==> src/rtl/fork_param_sync.sv <==
// fork_param_sync: clocked 4-phase fork. One upstream req/ack channel is
// broadcast to `size` downstream channels; the upstream ack is returned only
// once every branch enabled at transaction start has acknowledged.
// All handshake inputs arrive asynchronously and pass through synchronisers.
//
// Ports:
//   clk        rising-edge clock
//   rst        asynchronous reset, active-high
//   req_in     upstream request (async)
//   ack_in     upstream acknowledge (registered)
//   req_out    downstream request vector (registered)
//   ack_out    downstream acknowledge vector (async)
//   br_en      branch enable mask, sampled when a transaction starts
//   busy       high whenever the FSM is not idle (registered)
//   txn_count  completed transactions, wraps modulo 2^CNT_W (registered)
module fork_param_sync #(
  parameter int unsigned size        = 2,
  parameter int unsigned SYNC_STAGES = 2,
  parameter int unsigned CNT_W       = 8
) (
  input  logic             clk,
  input  logic             rst,
  input  logic             req_in,
  output logic             ack_in,
  output logic [size-1:0]  req_out,
  input  logic [size-1:0]  ack_out,
  input  logic [size-1:0]  br_en,
  output logic             busy,
  output logic [CNT_W-1:0] txn_count
);

  localparam int unsigned INIT_W = $clog2(SYNC_STAGES + 1);

  typedef enum logic [2:0] {
    S_INIT   = 3'd0,
    S_IDLE   = 3'd1,
    S_FWD_UP = 3'd2,
    S_ACK_UP = 3'd3,
    S_FWD_DN = 3'd4
  } state_e;

  state_e                           state_q, state_d;
  logic [SYNC_STAGES-1:0]           req_sync_q;
  logic [SYNC_STAGES-1:0][size-1:0] ack_sync_q;
  logic                             req_s;
  logic [size-1:0]                  ack_s;

  logic [size-1:0]   mask_q, mask_d;
  logic [size-1:0]   req_out_q, req_out_d;
  logic              ack_in_q, ack_in_d;
  logic              busy_q, busy_d;
  logic [CNT_W-1:0]  cnt_q, cnt_d;
  logic [INIT_W-1:0] init_cnt_q, init_cnt_d;

  logic sync_full;
  logic all_acked;
  logic none_acked;

  // Multi-flop synchronisers for the asynchronous handshake inputs
  always_ff @(posedge clk or posedge rst) begin
    if (rst) begin
      req_sync_q <= '0;
      ack_sync_q <= '0;
    end else begin
      req_sync_q <= {req_sync_q[SYNC_STAGES-2:0], req_in};
      ack_sync_q <= {ack_sync_q[SYNC_STAGES-2:0], ack_out};
    end
  end

  assign req_s = req_sync_q[SYNC_STAGES-1];
  assign ack_s = ack_sync_q[SYNC_STAGES-1];

  // Synchronisers reset to 0, so req_s is only meaningful once the chain has
  // refilled; without this wait a request held across reset would be seen as
  // low and then accepted as a fresh one.
  assign sync_full  = (init_cnt_q == INIT_W'(SYNC_STAGES));
  // Disabled branches count as acked on the way up and as released on the way down
  assign all_acked  = &(ack_s | ~mask_q);
  assign none_acked = ~|(ack_s & mask_q);

  // State register
  always_ff @(posedge clk or posedge rst) begin
    if (rst) begin
      state_q <= S_INIT;
    end else begin
      state_q <= state_d;
    end
  end

  // Next-state logic
  always_comb begin
    state_d = state_q;
    unique case (state_q)
      S_INIT:   if (sync_full && !req_s) state_d = S_IDLE;
      S_IDLE:   if (req_s)               state_d = S_FWD_UP;
      S_FWD_UP: if (all_acked)           state_d = S_ACK_UP;
      S_ACK_UP: if (!req_s)              state_d = S_FWD_DN;
      S_FWD_DN: if (none_acked)          state_d = S_IDLE;
      default:                           state_d = S_INIT;
    endcase
  end

  // Output / datapath next values, all registered below
  always_comb begin
    mask_d     = mask_q;
    req_out_d  = req_out_q;
    ack_in_d   = ack_in_q;
    cnt_d      = cnt_q;
    init_cnt_d = init_cnt_q;
    busy_d     = (state_d != S_IDLE);
    unique case (state_q)
      S_INIT: begin
        if (!sync_full) init_cnt_d = init_cnt_q + INIT_W'(1);
      end
      S_IDLE: begin
        if (req_s) begin
          mask_d    = br_en;
          req_out_d = br_en;
        end
      end
      S_FWD_UP: begin
        if (all_acked) ack_in_d = 1'b1;
      end
      S_ACK_UP: begin
        if (!req_s) req_out_d = '0;
      end
      S_FWD_DN: begin
        if (none_acked) begin
          ack_in_d = 1'b0;
          cnt_d    = cnt_q + CNT_W'(1);
        end
      end
      default: begin
        init_cnt_d = '0;
      end
    endcase
  end

  // Output and datapath registers
  always_ff @(posedge clk or posedge rst) begin
    if (rst) begin
      mask_q     <= '0;
      req_out_q  <= '0;
      ack_in_q   <= 1'b0;
      busy_q     <= 1'b1;
      cnt_q      <= '0;
      init_cnt_q <= '0;
    end else begin
      mask_q     <= mask_d;
      req_out_q  <= req_out_d;
      ack_in_q   <= ack_in_d;
      busy_q     <= busy_d;
      cnt_q      <= cnt_d;
      init_cnt_q <= init_cnt_d;
    end
  end

  assign ack_in    = ack_in_q;
  assign req_out   = req_out_q;
  assign busy      = busy_q;
  assign txn_count = cnt_q;

endmodule
==> config.mk <==
export PLATFORM = sky130hd
export DESIGN_NAME = fork_param_sync
export DESIGN_NICKNAME = d
export VERILOG_FILES = /design/src/rtl/fork_param_sync.sv
export SDC_FILE = /design/constraint.sdc
export NUM_CORES = 1
export LEC_CHECK = 0
export CAP_MARGIN = 25
export CORE_AREA = 2 2 59 61
export CTS_CLUSTER_SIZE = 20
export DETAILED_ROUTE_END_ITERATION = 7
export DIE_AREA = 0 0 61 63
export DONT_BUFFER_PORTS = 1
export GPL_TIMING_DRIVEN = 0
export SLEW_MARGIN = 20
export SYNTH_ARGS = -nofsm -noshare
export SYNTH_HDL_FRONTEND = slang
export SYNTH_SLANG_ARGS = --single-unit
export TNS_END_PERCENT = 5
==> constraint.sdc <==
create_clock -name clk -period 4.61 [get_ports clk]
set_input_delay 1.1525 -clock clk [delete_from_list [all_inputs] [get_ports clk]]
set_output_delay 1.1525 -clock clk [all_outputs]
set_load 0.01 [all_outputs]
==> impl_metrics.env, run 1 <==
export IMPL_outcome="completed"
export IMPL_maxCapViolCount=0
export IMPL_synth_async_reset_ratio_pct=100
export IMPL_wirelength_um=1840
export IMPL_cts_buffer_depth=2
export IMPL_synth_adder_area_share_pct=2.31
export IMPL_cp_data_required_time_ns=3.46
export IMPL_synthesis_nets=108
export IMPL_dpl_cell_area_um2=1140
export IMPL_ys_ff_latch=25
export IMPL_p_leak_nw=0.518
export IMPL_drt_pass1_iterations=4
export IMPL_grt_pass1_wl_um=3280
export IMPL_setup_violations_final=0
export IMPL_die_x_um=61
export IMPL_finalInstanceArea_um2=1180
export IMPL_htree_levels=1
export IMPL_cts_post_setup_buffers_inserted=0
export IMPL_seqCellArea_um2=627
export IMPL_relSlewSlack_pct=75.6
export IMPL_max_freq_mhz=490
export IMPL_io_pins=19
export IMPL_initial_core_util_pct=33.4
export IMPL_synthSimpleGateAreaFrac_pct=18.6
export IMPL_grt_busiest_layer="met2"
export IMPL_fin_hold_ws_ns=0.362
export IMPL_nNetsFinal=114
export IMPL_fin_skew_ns=0.00998
export IMPL_grt_pass1_vias=689
export IMPL_dpl_hpwl_um=1320
export IMPL_synth_top_cell_area_share_pct=55.6
export IMPL_synthTopCellsByArea="dfrtp_1 (56%), nand2_1 (4.5%), xor2_1 (3.2%)"
export IMPL_yosys_area_top_type="dfrtp_1"
export IMPL_hold_viol_final=0
export IMPL_insertion_delay_ns=0.31
export IMPL_cp_data_arrival_time_ns=0.89
export IMPL_synth_top_flop_cell="dfrtp_1"
export IMPL_fin_tns_setup_ns=0
export IMPL_worst_slew_pin_slew_ns=0.363
export IMPL_vias_per_cell=4.73
export IMPL_die_y_um=63
export IMPL_tritoncts_num_sinks=25
export IMPL_cts_tree="built"
export IMPL_multi_input_area_um2=417
export IMPL_root_buffer="clkbuf_4"
export IMPL_synth_edf_count=0
export IMPL_place_ws_ns=2.68
export IMPL_grt_max_degree=26
export IMPL_drt_first_iter_violations=19
export IMPL_power_density_nw_per_um2=533
export IMPL_ant_nets=0
export IMPL_syn_inst=99
export IMPL_grt_antenna_before_repair=0
export IMPL_yosysMostFrequentCell="dfrtp_1"
export IMPL_period_needed_ns=2.04
export IMPL_place_congestion=0.766
export IMPL_yosysSeqAreaShare_pct=58.0
export IMPL_cts_inserted_buffers=3
export IMPL_grt_usage_pct=11.3
export IMPL_path_class="flip-flop to primary output"
export IMPL_clk_pin_slew_worst_paths_ns=0.13
export IMPL_fin_ws_ns=2.57
export IMPL_syn_avg_cell_area_um2=10.9
export IMPL_met2_usage_pct=16.8
export IMPL_grt_setup_unrepaired="no"
export IMPL_syn_area_um2=1080
export IMPL_cp_max_fo=1
export IMPL_num_vias=709
export IMPL_drcViolationCount=0
export IMPL_globalRouteMet3Util_pct=6.00
export IMPL_layout_area_overhead_vs_synth_pct=9.14
export IMPL_nFillCells=326
export IMPL_diodes=0
export IMPL_synth_top_family_by_area="simple AND/OR/NAND/NOR gates"
export IMPL_muxShareOfSynthArea_pct=1.04
export IMPL_cts_resized=0
export IMPL_cp_end_kind="primary output"
export IMPL_holdBufCountCts=0
export IMPL_synth_cell_types=29
export IMPL_drv_slew=0
export IMPL_start_kind="flip-flop"
export IMPL_yosys_warnings=0
export IMPL_hold_path_class="flip-flop to flip-flop"
export IMPL_row_count=21
export IMPL_synth_xor_area_share_pct=5.67
export IMPL_post_drt_wl_per_cell_um=12.3
export IMPL_io_buffers=0
export IMPL_rrSetupSlack_ns=2.95
export IMPL_coreArea_um2=3230
export IMPL_ir_drop_mv=0.343
export IMPL_die_area_um2=3840
export IMPL_grt_use_met1_pct=14.5
export IMPL_grt_ovfl_total=0
export IMPL_synth_commonest_cells="dfrtp_1 (24), nand2_1 (13), inv_1 (6), o21ai_0 (6)"
export IMPL_min_period_over_period_pct=44.2
export IMPL_drive_above_1_share_pct=14.4
export IMPL_synth_compound_area_share_pct=10.9
power breakdown:
group	internal (mW)	total, mW	switching (mW)
Sequential	0.274	0.331	0.0562
Combinational	0.0867	0.203	0.117
Clock	0.0338	0.0944	0.0606
Total	0.395	0.628	0.234
per-layer routing:
layer | vias up | share of wire [%]
met5 | - | 0
met3 | 2 | 7.9
met1 | 338 | 44
li1 | 351 | -
met2 | 18 | 47
met4 | 0 | 0.92
through the flow:
stage               utilization, %  instances  total power, mW
floorplan                        -         99            0.492
global placement              35.2        145            0.526
detailed placement            35.2        145            0.537
CTS                           36.0        149            0.636
global route                  36.5        150            0.686
finish                        36.5        150            0.628
cells by family after synthesis:
group	count (synthesis)
adder cells (fa/ha/maj)	2
AND/OR/NAND/NOR	38
multiplexers	1
buffers and inverters	9
flip-flops	25
XOR/XNOR	7
AO/OA/AOI/OAI	17
cell usage in the layout (no fill, tap or decap), drive strengths merged, types with 2 or more instances in the layout:
cell type   n
xnor2       3
dfrtp      24
xor2        4
buf         4
clkbuf      4
a21oi       3
inv         6
nand2b      2
nor2        6
nand3       5
o21ai       6
nand2      13
nor3        5
a31oi       2
nor2b       3
ha          2
flip-flops by register name, indices dropped and copies added, names as in the netlist:
signal / count
txn_count: 8
state_q: 3
ack_s: 2
ack_sync_q: 2
init_cnt_q: 2
mask_q: 2
req_out: 2
req_sync_q: 2
ack_in: 1
busy: 1
worst paths after layout:
check	startpoint	cells past startpoint	end
hold reg to reg	ack_sync_q[0]	0	ack_s[0]
min in group asynchronous	rst	1	ack_sync_q[0]
setup / recovery	busy	0	busy
hold / removal	ack_sync_q[0]	0	ack_s[0]
setup reg to reg	init_cnt_q[0]	6	busy
max in group asynchronous	rst	2	busy
final cells by class:
type	instances	share of cell area [%]
plain buffers	3	1.27
clock buffers	4	2.23
inverters	6	1.91
multi-input cells	65	35.3
flip-flops and latches	25	53.1
well taps	46	4.88
repair buffers	1	1.27
Note: power is estimated with default switching activity, not from simulation.
==> run 2: changes to the inputs <==
==> constraint.sdc (replaced) <==
create_clock -name clk -period 1.7 [get_ports clk]
set_input_delay 0.425 -clock clk [delete_from_list [all_inputs] [get_ports clk]]
set_output_delay 0.425 -clock clk [all_outputs]
set_load 0.01 [all_outputs]
==> run 2 against run 1 <==
Against the previous run:
- largest power group unchanged
- first-iteration DRC count shrank 47%
- core utilization grew 0.62 points
- sequential power grew to 2.7 times the previous value
==> impl_metrics.env, run 2 (synthesized netlist as in run 1, its figures left out) <==
export IMPL_grt_antenna_before_repair=0
export IMPL_row_count=21
export IMPL_maxCapViolCount=0
export IMPL_rrSetupSlack_ns=0.09
export IMPL_nNetsFinal=116
export IMPL_coreArea_um2=3230
export IMPL_cts_buffer_depth=2
export IMPL_setup_violations_final=0
export IMPL_die_y_um=63
export IMPL_period_needed_ns=1.61
export IMPL_io_pins=19
export IMPL_wirelength_um=1860
export IMPL_fin_tns_setup_ns=0
export IMPL_fin_skew_ns=0.00969
export IMPL_grt_pass1_wl_um=3280
export IMPL_root_buffer="clkbuf_4"
export IMPL_grt_ovfl_total=0
export IMPL_relSlewSlack_pct=75.6
export IMPL_fin_util_pct=37.1
export IMPL_die_x_um=61
export IMPL_hp_start="req_in"
export IMPL_p_leak_nw=0.525
export IMPL_cp_end_kind="flip-flop"
export IMPL_vias_per_cell=4.76
export IMPL_fin_hold_ws_ns=0.131
export IMPL_cp_data_arrival_time_ns=1.86
export IMPL_hold_viol_final=0
export IMPL_largest_register_ffs=8
export IMPL_hold_depth=0
export IMPL_finalInstanceArea_um2=1200
export IMPL_layout_area_overhead_vs_synth_pct=11.0
export IMPL_max_freq_mhz=623
export IMPL_start_kind="flip-flop"
export IMPL_insertion_delay_ns=0.31
export IMPL_post_drt_wl_per_cell_um=12.2
export IMPL_crit_chain="inv_1 > ha_2 > nor2_1 > o31a_1 > o221ai_2 > or3b_1"
export IMPL_critPathSlowestCell="dfrtp_1"
export IMPL_grt_usage_pct=11.3
export IMPL_dpl_hpwl_um=1320
export IMPL_clk_pin_slew_worst_paths_ns=0.13
export IMPL_initial_core_util_pct=33.4
export IMPL_r2r_end="busy"
export IMPL_path_class="flip-flop to flip-flop"
export IMPL_hold_path_class="primary input to flip-flop"
export IMPL_r2r_start="init_cnt_q[0]"
export IMPL_whs_endpoint="req_sync_q[0]"
export IMPL_grt_pass1_vias=689
export IMPL_drt_first_iter_violations=10
export IMPL_drv_slew=0
export IMPL_cts_tree="built"
export IMPL_slowest_delay_ns=0.41
export IMPL_dpl_cell_area_um2=1140
export IMPL_layout_common_cells="dfrtp_1 (24), nand2_1 (13), o21ai_0 (6), inv_1 (6)"
export IMPL_drt_pass1_iterations=4
export IMPL_cp_data_required_time_ns=1.95
export IMPL_drive_above_1_share_pct=16.0
export IMPL_die_area_um2=3840
export IMPL_grt_max_degree=26
export IMPL_grt_setup_unrepaired="no"
export IMPL_power_density_nw_per_um2=1440
export IMPL_place_congestion=0.766
export IMPL_drcViolationCount=0
export IMPL_tritoncts_num_sinks=25
export IMPL_diodes=0
export IMPL_worst_slew_pin_slew_ns=0.363
export IMPL_cp_max_fo=4
export IMPL_io_buffers=0
export IMPL_outcome="completed"
export IMPL_ir_drop_mv=0.938
export IMPL_htree_levels=1
export IMPL_power_total_mw=1.73
export IMPL_final_common_cell="dfrtp_1"
export IMPL_r2r_cells=6
export IMPL_min_period_over_period_pct=94.5
export IMPL_cts_inserted_buffers=3
export IMPL_ant_nets=0
export IMPL_num_vias=723
==> run 2: cell count changes in the layout (fill, tap and decap cells not counted) <==
cell,before,now
dlygate4sd3_1,0,1
ha_1,2,1
ha_2,0,1
buf_4,0,1
==> run 2: worst max-delay path by stage <==
stage / from / end / slack (ns) / depth (start not counted)
6_report: init_cnt_q[0] / busy / 0.09 / 6
5_1_grt: init_cnt_q[0] / busy / 0.01 / 6
4_1_cts: init_cnt_q[0] / busy / 0.03 / 6
3_5_place_dp: init_cnt_q[0] / busy / 0.07 / 6
3_3_place_gp: init_cnt_q[0] / busy / 0.1 / 6
2_1_floorplan: init_cnt_q[0] / busy / 0.21 / 6
==> run 2: cell type report <==
cell class | instances | area [um2]
fill | 327 | 2030
sequential | 25 | 627
multi-input combinational | 65 | 419
tap | 46 | 57.6
timing repair buffer | 3 | 32.5
clock buffer | 4 | 26.3
inverter | 6 | 22.5
buffer | 3 | 15.0
==> run 2: routing by layer <==
layer | track usage, % | vias up | share of wire [%]
li1 | - | 355 | -
met1 | 14.5 | 348 | 44
met2 | 16.8 | 18 | 47
met3 | 6.00 | 2 | 7.9
met4 | 2.45 | 0 | 0.91
met5 | 0 | - | 0
==> run 2: timing repair <==
action	CTS	global route
setup endpoints to repair	0	1
gates resized for setup	0	1
buffers inserted	0	1
hold endpoints to repair	0	6
hold buffers	0	1
==> run 2: worst max-delay path, delay by kind of cell (launching register included) <==
kind	cells	cell delay, ns
compound gates	2	0.43
fa+ha+maj	1	0.21
buf+inv	1	0.07
flops	1	0.41
simple gates	2	0.42
==> run 2: per-stage QoR <==
step | setup WS, ns | cells
floorplan | 0.206 | 99
global placement | 0.0981 | 145
detailed placement | 0.0727 | 145
CTS | 0.0256 | 149
global route | 0.0101 | 152
finish | 0.0942 | 152
==> run 2: where the power goes <==
group / switching (mW) / internal, mW
sequential: 0.149 / 0.744
combinational: 0.327 / 0.253
clock: 0.165 / 0.0917
==> run 3: changes to the inputs <==
--- a/config.mk
+++ b/config.mk
@@ -5,11 +5,12 @@
 export SDC_FILE = /design/constraint.sdc
 export NUM_CORES = 1
 export LEC_CHECK = 0
+export ABC_AREA = 1
 export CAP_MARGIN = 25
-export CORE_AREA = 2 2 59 61
+export CORE_AREA = 2 2 61 63
 export CTS_CLUSTER_SIZE = 20
 export DETAILED_ROUTE_END_ITERATION = 7
-export DIE_AREA = 0 0 61 63
+export DIE_AREA = 0 0 63 65
 export DONT_BUFFER_PORTS = 1
 export GPL_TIMING_DRIVEN = 0
 export SLEW_MARGIN = 20
==> run 3 against run 2 <==
Against the previous run:
- combinational power shrank 11%
- cell count grew 24%
- clock skew shrank 0.0031 ns
- total power shrank 2.0%
- critical path type unchanged
- register-to-register slack gained 0.29 ns
==> impl_metrics.env, run 3 <==
export IMPL_outcome="completed"
export IMPL_layout_area_overhead_vs_synth_pct=9.57
export IMPL_combinationalPowerShare_pct=30.5
export IMPL_grt_pass1_vias=881
export IMPL_cp_data_arrival_time_ns=1.54
export IMPL_r2r_end="txn_count[5]"
export IMPL_yosys_warnings=0
export IMPL_seqCellArea_um2=627
export IMPL_grt_setup_unrepaired="no"
export IMPL_dpl_hpwl_um=1550
export IMPL_route_layer_met1_wl_um=826
export IMPL_cp_data_required_time_ns=1.92
export IMPL_drive_above_1_share_pct=11.4
export IMPL_power_frac_seq_pct=54.0
export IMPL_initial_core_util_pct=33.6
export IMPL_drv_slew=0
export IMPL_coreArea_um2=3500
export IMPL_cp_end_kind="flip-flop"
export IMPL_dr_wl_met3_um=164
export IMPL_min_period_over_period_pct=77.6
export IMPL_switching_share_pct=38.6
export IMPL_cts_post_setup_buffers_inserted=0
export IMPL_drt_first_iter_violations=37
export IMPL_drt_pass1_iterations=4
export IMPL_die_x_um=63
export IMPL_path_class="flip-flop to flip-flop"
export IMPL_ant_nets=0
export IMPL_yosysSeqAreaShare_pct=53.3
export IMPL_synth_async_reset_ratio_pct=100
export IMPL_maxCapViolCount=0
export IMPL_fin_skew_ns=0.00664
export IMPL_period_needed_ns=1.32
export IMPL_whs_endpoint="ack_sync_q[1]"
export IMPL_relSlewSlack_pct=69.6
export IMPL_insertion_delay_ns=0.32
export IMPL_vias_per_cell=4.53
export IMPL_grt_pass1_wl_um=3650
export IMPL_die_y_um=65
export IMPL_grt_usage_pct=11.3
export IMPL_rrSetupSlack_ns=0.38
export IMPL_pwr_share_clk_pct=15.5
export IMPL_synth_cell_types=21
export IMPL_synth_top_flop_cell="dfrtp_1"
export IMPL_clk_pin_slew_worst_paths_ns=0.14
export IMPL_worst_slew_pin_slew_ns=0.453
export IMPL_power_density_nw_per_um2=1310
export IMPL_syn_avg_cell_area_um2=8.78
export IMPL_hold_depth=0
export IMPL_syn_inst=134
export IMPL_p_leak_nw=0.662
export IMPL_cts_inserted_buffers=3
export IMPL_cp_max_fo=10
export IMPL_switching_power_uw=653
export IMPL_largest_register_ffs=8
export IMPL_cts_buffer_depth=2
export IMPL_synth_commonest_cells="nand2_1 (46), dfrtp_1 (24), inv_1 (19), nand3_1 (13), nor2_1 (7)"
export IMPL_ys_ff_latch=25
export IMPL_yosysMostFrequentCell="nand2_1"
export IMPL_hp_start="ack_out[1]"
export IMPL_diodes=0
export IMPL_fin_tns_setup_ns=0
export IMPL_hold_viol_final=0
export IMPL_drcViolationCount=0
export IMPL_synthesis_nets=143
export IMPL_r2r_start="state_q[1]"
export IMPL_root_buffer="clkbuf_4"
export IMPL_die_area_um2=4100
export IMPL_place_congestion=0.768
export IMPL_grt_ovfl_total=0
export IMPL_synthTopCellsByArea="dfrtp_1 (51%), nand2_1 (15%), inv_1 (6.1%)"
export IMPL_max_freq_mhz=758
export IMPL_final_common_cell="nand2_1"
export IMPL_synth_top_cell_area_share_pct=51.1
export IMPL_nFillCells=388
export IMPL_cts_tree="built"
export IMPL_layout_common_cells="nand2_1 (46), dfrtp_1 (24), inv_1 (18)"
export IMPL_io_buffers=0
export IMPL_start_kind="flip-flop"
export IMPL_nNetsFinal=150
export IMPL_row_count=22
export IMPL_io_pins=19
export IMPL_fin_util_pct=36.9
export IMPL_r2r_cells=7
export IMPL_wirelength_um=2050
export IMPL_post_drt_wl_per_cell_um=10.9
export IMPL_hold_path_class="primary input to flip-flop"
export IMPL_top_layer_used="met4"
export IMPL_ir_drop_mv=0.749
export IMPL_yosys_area_top_type="dfrtp_1"
export IMPL_num_vias=852
export IMPL_tritoncts_num_sinks=25
export IMPL_syn_area_um2=1180
export IMPL_synth_edf_count=0
export IMPL_grt_max_degree=26
export IMPL_p_int_mw=1.04
export IMPL_setup_violations_final=0
export IMPL_multi_input_area_um2=448
export IMPL_wl_met2_um=1040
export IMPL_grt_antenna_before_repair=0
export IMPL_htree_levels=1
[run 3: worst max-delay path by stage]
stage / startpoint / to / depth (start not counted)
finish: state_q[1] / txn_count[5] / 7
global route: state_q[1] / ack_in / 7
CTS: state_q[1] / txn_count[5] / 7
detailed placement: txn_count[0] / txn_count[4] / 5
global placement: state_q[1] / txn_count[3] / 6
floorplan: state_q[1] / txn_count[3] / 6
[run 3: kinds of logic after synthesis]
kind of cell	after synthesis	synth area share, %
adders and majority gates	2	2.13
buffers and inverters	22	8.62
AOI/OAI and AO/OA	4	1.70
xor gates and xnor gates	4	4.26
and+or+nand+nor	77	30.0
DFF	25	53.3
[run 3: stage by stage]
stage / hold slack [ns] / std cells / worst slack [ns] / instance area [um2] / total power [mW]
after floorplan: 0.331 / 134 / 0.519 / 1180 / 1.32
after global placement: 0.333 / 182 / 0.422 / 1240 / 1.42
after detailed placement: 0.335 / 182 / 0.401 / 1240 / 1.45
after CTS: 0.101 / 186 / 0.374 / 1260 / 1.72
after global routing: 0.0783 / 188 / 0.273 / 1290 / 1.86
final: 0.116 / 188 / 0.381 / 1290 / 1.69
[run 3: final cells by class]
cell class,count,area share (%)
repair buffers,2,1.94
multi-input cells,87,34.8
clock buffers,3,1.75
inverters,20,5.83
flip-flops and latches,25,48.6
well taps,48,4.66
plain buffers,2,2.04
clock inverters,1,0.388
[run 3: metal layers]
layer  vias up  GRT usage (%)
met1       397           11.5
met3         2           4.17
met2        31           22.1
met5         -              0
met4         0           1.67
li1        422              -
[run 3: power by group through the flow]
| stage | logic, mW | registers (mW) | clock network (mW) |
|---|---|---|---|
| 2_1_floorplan | 0.433 | 0.891 | 0 |
| 3_3_place_gp | 0.496 | 0.921 | 0 |
| 3_5_place_dp | 0.521 | 0.929 | 0 |
| 4_1_cts | 0.523 | 0.918 | 0.281 |
| 5_1_grt | 0.610 | 0.942 | 0.308 |
| 6_report | 0.517 | 0.915 | 0.262 |
[run 3: timing repair]
action | in CTS | in global routing
hold endpoints to repair | 0 | 12
gates resized for setup | 0 | 0
hold buffers | 0 | 1
endpoints found under the setup margin | 0 | 0
[run 3: critical path: stages, from the launching register on]
cell	delay, ns
dfrtp_1	0.50
nor2_4	0.17
nand2_2	0.09
nor2_4	0.13
buf_8	0.15
nand3_1	0.07
nand2_1	0.07
nand2_1	0.05
